[config.mk]
export PLATFORM = sky130hd
export DESIGN_NAME = muldiv_sequencer
export DESIGN_NICKNAME = d
export VERILOG_FILES = /design/src/rtl/muldiv_sequencer.sv
export SDC_FILE = /design/constraint.sdc
export NUM_CORES = 1
export LEC_CHECK = 0
export CAP_MARGIN = 20
export CORE_MARGIN = 3
export CORE_UTILIZATION = 64
export CTS_CLUSTER_DIAMETER = 80
export CTS_CLUSTER_SIZE = 28
export DETAILED_ROUTE_END_ITERATION = 8
export PLACE_DENSITY = 0.95
export SYNTH_ARGS = -nofsm -noshare
export SYNTH_HDL_FRONTEND = slang
export SYNTH_SLANG_ARGS = --single-unit
[constraint.sdc]
create_clock -name Clk -period 5.25 [get_ports Clk]
set_input_delay 1.3125 -clock Clk [delete_from_list [all_inputs] [get_ports Clk]]
set_output_delay 1.3125 -clock Clk [all_outputs]
set_load 0.005 [all_outputs]
[src/rtl/muldiv_sequencer.sv]
// muldiv_sequencer: iterative MULT/MULTU/DIV/DIVU engine and HI/LO owner.
// One shift-add or restoring-divide step per cycle, results land on FIX->DONE.
module muldiv_sequencer #(
  parameter int WIDTH = 32
) (
  input  logic             Clk,
  input  logic             Rst_n,
  input  logic             Start,
  input  logic [1:0]       Op,
  input  logic [WIDTH-1:0] A,
  input  logic [WIDTH-1:0] B,
  input  logic             ReadHiLo,
  output logic             Busy,
  output logic             Done,
  output logic             DivByZero,
  output logic             Stall,
  output logic [WIDTH-1:0] Hi,
  output logic [WIDTH-1:0] Lo
);

  localparam int CW = $clog2(WIDTH);

  typedef enum logic [2:0] {
    IDLE, PREP, RUN, FIX, DONE
  } state_t;

  state_t             state;
  logic [CW-1:0]      cnt;
  logic               isDiv;
  logic               isSigned;
  logic               resNeg;
  logic               dvdNeg;
  logic [WIDTH-1:0]   aReg;
  logic [WIDTH-1:0]   bReg;
  logic [WIDTH-1:0]   dsr;
  logic [2*WIDTH-1:0] prod;

  logic [WIDTH-1:0]   aMag;
  logic [WIDTH-1:0]   bMag;
  logic [WIDTH:0]     mulSum;
  logic [WIDTH:0]     trial;
  logic [WIDTH:0]     diff;
  logic [2*WIDTH-1:0] divNext;
  logic [2*WIDTH-1:0] prodNeg;
  logic [WIDTH-1:0]   fixHi;
  logic [WIDTH-1:0]   fixLo;
  logic               zeroDiv;

  assign Stall   = Busy & (ReadHiLo | Start);
  assign zeroDiv = Op[1] && (B == '0);

  always_comb begin
    aMag = aReg;
    bMag = bReg;
    if (isSigned && aReg[WIDTH-1]) aMag = -aReg;
    if (isSigned && bReg[WIDTH-1]) bMag = -bReg;
  end

  // WIDTH+1 bits keep the carry out of the partial-product add
  assign mulSum = {1'b0, prod[2*WIDTH-1:WIDTH]}
                + ({(WIDTH+1){prod[0]}} & {1'b0, dsr});

  // Trial includes the bit shifted out of rem, so large divisors compare right
  assign trial   = prod[2*WIDTH-1:WIDTH-1];
  assign diff    = trial - {1'b0, dsr};
  assign divNext = diff[WIDTH]
    ? {trial[WIDTH-1:0], prod[WIDTH-2:0], 1'b0}
    : {diff[WIDTH-1:0], prod[WIDTH-2:0], 1'b1};
  assign prodNeg = -prod;

  always_comb begin
    fixHi = prod[2*WIDTH-1:WIDTH];
    fixLo = prod[WIDTH-1:0];
    if (!isDiv) begin
      if (resNeg) {fixHi, fixLo} = prodNeg;
    end else begin
      if (resNeg) fixLo = -prod[WIDTH-1:0];
      if (dvdNeg) fixHi = -prod[2*WIDTH-1:WIDTH];
    end
  end

  always_ff @(posedge Clk or negedge Rst_n) begin
    if (!Rst_n) begin
      state     <= IDLE;
      cnt       <= '0;
      isDiv     <= 1'b0;
      isSigned  <= 1'b0;
      resNeg    <= 1'b0;
      dvdNeg    <= 1'b0;
      aReg      <= '0;
      bReg      <= '0;
      dsr       <= '0;
      prod      <= '0;
      Hi        <= '0;
      Lo        <= '0;
      Busy      <= 1'b0;
      Done      <= 1'b0;
      DivByZero <= 1'b0;
    end else begin
      Done      <= 1'b0;
      DivByZero <= 1'b0;
      unique case (state)
        IDLE, DONE: begin
          if (Start && zeroDiv) begin
            state     <= DONE;
            Done      <= 1'b1;
            DivByZero <= 1'b1;
          end else if (Start) begin
            state    <= PREP;
            Busy     <= 1'b1;
            aReg     <= A;
            bReg     <= B;
            isDiv    <= Op[1];
            isSigned <= ~Op[0];
          end else begin
            state <= IDLE;
          end
        end
        PREP: begin
          dsr    <= bMag;
          prod   <= {{WIDTH{1'b0}}, aMag};
          cnt    <= CW'(WIDTH-1);
          resNeg <= isSigned & (aReg[WIDTH-1] ^ bReg[WIDTH-1]);
          dvdNeg <= isSigned & aReg[WIDTH-1];
          state  <= RUN;
        end
        RUN: begin
          prod <= isDiv ? divNext : {mulSum, prod[WIDTH-1:1]};
          cnt  <= cnt - 1'b1;
          if (cnt == '0) state <= FIX;
        end
        FIX: begin
          Hi    <= fixHi;
          Lo    <= fixLo;
          Busy  <= 1'b0;
          Done  <= 1'b1;
          state <= DONE;
        end
        default: state <= IDLE;
      endcase
    end
  end

endmodule
==> impl_metrics.yaml <==
placement:
  gp_routability_congestion: 0.942
  detailed_place_hpwl_um: 34100
  place.port_buffers: 137
clocking:
  cts_tree: "done"
  clock_buffers_created_by_tritoncts: 14
  post-cts-setup-buffers: 0
  cts_repair_resize_count: 0
  root_buffer: "sky130_fd_sc_hd__clkbuf_16"
  clk_pin_slew_worst_paths_ns: 0.10
  clk_latency_ns: 0.50
  clk_buf_depth: 3
  clk_sinks: 239
  cts-htree-levels: 1
  cts_hold_buffers: 0
timing:
  whs_ns: 0.484
  final.setup.tns_ns: 0
  fin_clk_skew_ns: 0.0192
  maxSlewHeadroom_pct: 32.7
  unrepaired_setup_endpoints_after_global_routing: "no"
  achievable_clock_frequency_ghz: 0.245
  final_hold_viol_count: 0
  final-max-slew-violation-count: 0
  tmin_final_ns: 4.08
  post-route-period-util_pct: 77.7
  final_setup_viols: 0
  slew_at_the_pin_closest_to_its_max_slew_limit_ns: 1.01
die:
  die_area_um2: 27300
  boundaryPins: 138
  die_width_um: 165
  die_h_um: 165
  row_count: 57
  fp.coreArea_um2: 24600
  initial_utilization_pct: 65.9
detailed_routing:
  vias_per_cell: 6.40
  post-route-drc-count: 0
  finalWirelength_um: 45000
  antenna_violating_nets_post_route: 0
  drt_pass1_iterations: 5
  post_drt_wl_per_cell_um: 19.6
  first_iter_violations: 1501
  detailroute.via_count: 14700
critical_path:
  crit_type: "reg -> reg"
  slowest_stage: "sky130_fd_sc_hd__o41ai_1"
  buffering_stage_count_on_the_worst_path_with_inverters_included: 1
  worstReg2RegStart: "prod[38]$_DFFE_PN0N_"
  cp-end-kind: "register"
  crit_path_max_incr_delay_ns: 0.61
  cp_data_arrival_time_ns: 4.46
  worst_path_required_time_ns: 5.63
  crit_start: "prod[38]$_DFFE_PN0N_"
  crit_family: "compound AO/OA/AOI/OAI gates"
  worst_setup_path_start_kind: "register"
  critical_path_peak_fanout: 20
  crit_chain: "ha_1 > a21oi_1 > nor2_1 > o41ai_1 > nand2_1 > a2111o_1 > and3_1 > or2_1 > buf_4 > or3_1 > a32o_1"
finish:
  area_delta_synth_final_pct: 13.1
  fillerInstances: 1773
  post_route_cells_drive_above_1_share_pct: 6.52
  mostFrequentLayoutCell: "sky130_fd_sc_hd__dfrtp_1"
  multiInputGateArea_um2: 9640
  nNetsFinal: 2113
  final-seq-area_um2: 5980
  insertedDiodeCount: 0
  layout_common_cells: "238 x sky130_fd_sc_hd__dfrtp_1, 232 x sky130_fd_sc_hd__nand2_1, 225 x sky130_fd_sc_hd__o21ai_0"
grt:
  track_usage_pct: 33.1
  first_pass_grt_wire_length_um: 72600
  grt_pass1_vias: 14000
  gr-total-overflow: 0
  grt_max_degree: 132
  grt_antenna_before_repair: 0
hold_path:
  hold_path_class: "reg -> reg"
  min-delay-start: "Lo[7]$_DFFE_PN0P_"
synthesis:
  synthArstFlopShare_pct: 100
  edff_count_synth: 0
  postSynthCellCount: 1892
  mappedNetlistArea_um2: 16200
  synth_ff_type: "sky130_fd_sc_hd__dfrtp_1"
  sequential_fraction_of_the_synthesis_area_pct: 36.9
  synth_warnings: 0
  synth_cell_types: 76
  postSynthAreaPerCell_um2: 8.57
  synth_fp_nets: 2034
  ys_seq_elements: 239
power_and_ir_drop:
  cellPowerDensity_nw_per_um2: 698
  static-leakage-power_nw: 7.99
  ir_worst_vdd_mv: 0.389
flow_run:
  maxCapViolations: 0
outcome:
  run_status: "complete, no violations"
## power breakdown
group | internal, mW | total (mW) | switching, mW | leakage (nW)
Clock | 0.569 | 1.25 | 0.684 | 0.225
Sequential | 2.70 | 3.85 | 1.15 | 2.92
Combinational | 3.29 | 7.70 | 4.41 | 4.84
Total | 6.56 | 12.8 | 6.24 | 7.99
## metal layers
metal / vias up / global-route usage [%] / wire length (um)
li1: 6910 / - / -
met1: 6966 / 48.5 / 19400
met2: 772 / 51.3 / 19900
met3: 86 / 5.71 / 4690
met4: 0 / 8.35 / 1100
met5: - / 0 / 0
## synth_stat cells (6+ instances only)
cell type                    n  share of area (%)
sky130_fd_sc_hd__a31oi_1    20               0.77
sky130_fd_sc_hd__o221ai_1   14               0.76
sky130_fd_sc_hd__and3_1     12               0.46
sky130_fd_sc_hd__a21oi_1   125                3.9
sky130_fd_sc_hd__o31a_1      6               0.32
sky130_fd_sc_hd__xnor2_1    74                4.0
sky130_fd_sc_hd__a41oi_1     9               0.49
sky130_fd_sc_hd__o41ai_1     7               0.38
sky130_fd_sc_hd__dfrtp_1   239                 37
sky130_fd_sc_hd__o31ai_1    23                1.1
sky130_fd_sc_hd__mux2i_1    51                3.1
sky130_fd_sc_hd__nor4_1     18               0.69
sky130_fd_sc_hd__and2_1     11               0.42
sky130_fd_sc_hd__inv_1      68                1.6
sky130_fd_sc_hd__buf_1       8               0.19
sky130_fd_sc_hd__nor3_1     41                1.3
sky130_fd_sc_hd__o211ai_1   12               0.56
sky130_fd_sc_hd__o21a_1     14               0.65
sky130_fd_sc_hd__nor2b_1     6               0.23
sky130_fd_sc_hd__nand2b_1   22               0.85
sky130_fd_sc_hd__ha_1       70                5.4
sky130_fd_sc_hd__clkbuf_1   83                1.9
sky130_fd_sc_hd__mux2_2     57                4.0
sky130_fd_sc_hd__a211oi_1   12               0.56
sky130_fd_sc_hd__o21ai_1    16               0.49
sky130_fd_sc_hd__a21o_1     33                1.5
sky130_fd_sc_hd__xor2_1     90                4.9
sky130_fd_sc_hd__or3_1      14               0.54
sky130_fd_sc_hd__nand4_1     7               0.27
sky130_fd_sc_hd__o21ai_0   225                6.9
sky130_fd_sc_hd__or2_2       8               0.31
sky130_fd_sc_hd__or4_1      11               0.51
sky130_fd_sc_hd__a22oi_1    13               0.60
sky130_fd_sc_hd__nand2_1   233                5.4
sky130_fd_sc_hd__nand3_1    20               0.62
sky130_fd_sc_hd__nor2_1    148                3.4
## worst register-to-register path, delay by kind of cell (launching register included)
family,cells,cell delay (ns)
compound gates,4,1.49
buf+inv,1,0.28
flops,1,0.50
fa+ha+maj,1,0.41
simple gates,5,1.27
## worst paths after layout
check / end / slack [ns] / cells after the start
max reg2reg: prod[63]$_DFFE_PN0N_ / 1.17 / 11
min: Lo[7]$_DFFE_PN0P_ / 0.48 / 2
max in group asynchronous: bReg[8]$_DFFE_PN0P_ / 3.35 / 2
max: prod[63]$_DFFE_PN0N_ / 1.17 / 11
min in group asynchronous: aReg[2]$_DFFE_PN0P_ / 0.85 / 1
min reg2reg: Lo[7]$_DFFE_PN0P_ / 0.48 / 2
## kinds of logic after synthesis
logic type	after synthesis	synth area share [%]
AO/OA/AOI/OAI	569	21.3
XOR/XNOR	164	8.86
adder cells (fa/ha/maj)	72	5.65
buffers and inverters	164	3.82
flip-flops	239	36.9
multiplexers	109	7.18
AND/OR/NAND/NOR	575	16.3
## per-stage QoR
stage | power, mW | cells | worst slack (ns) | utilization, % | area (um2)
after global placement | 11.0 | 2276 | 1.21 | 72.4 | 17800
after floorplan | 8.95 | 1892 | 1.89 | - | 16200
after global routing | 13.8 | 2302 | 0.991 | 74.5 | 18300
after detailed placement | 11.3 | 2276 | 1.09 | 72.4 | 17800
final | 12.8 | 2302 | 1.17 | 74.5 | 18300
after CTS | 12.6 | 2299 | 1.20 | 74.3 | 18300
## flip-flops by register name (all words and copies together) (netlist names), 3 cells and up
name,count
Lo,32
dsr,32
Hi,32
prod,64
aReg,32
cnt,5
bReg,32
state,3
## layout make-up
cell class / instances / area share (%)
multi-input cells: 1489 / 52.6
flip-flops and latches: 239 / 32.6
repair buffers: 157 / 8.57
well taps: 324 / 2.21
clock buffers: 17 / 2.14
inverters: 70 / 1.43
clock inverters: 6 / 0.464
Note: power is estimated with default switching activity, not from simulation.
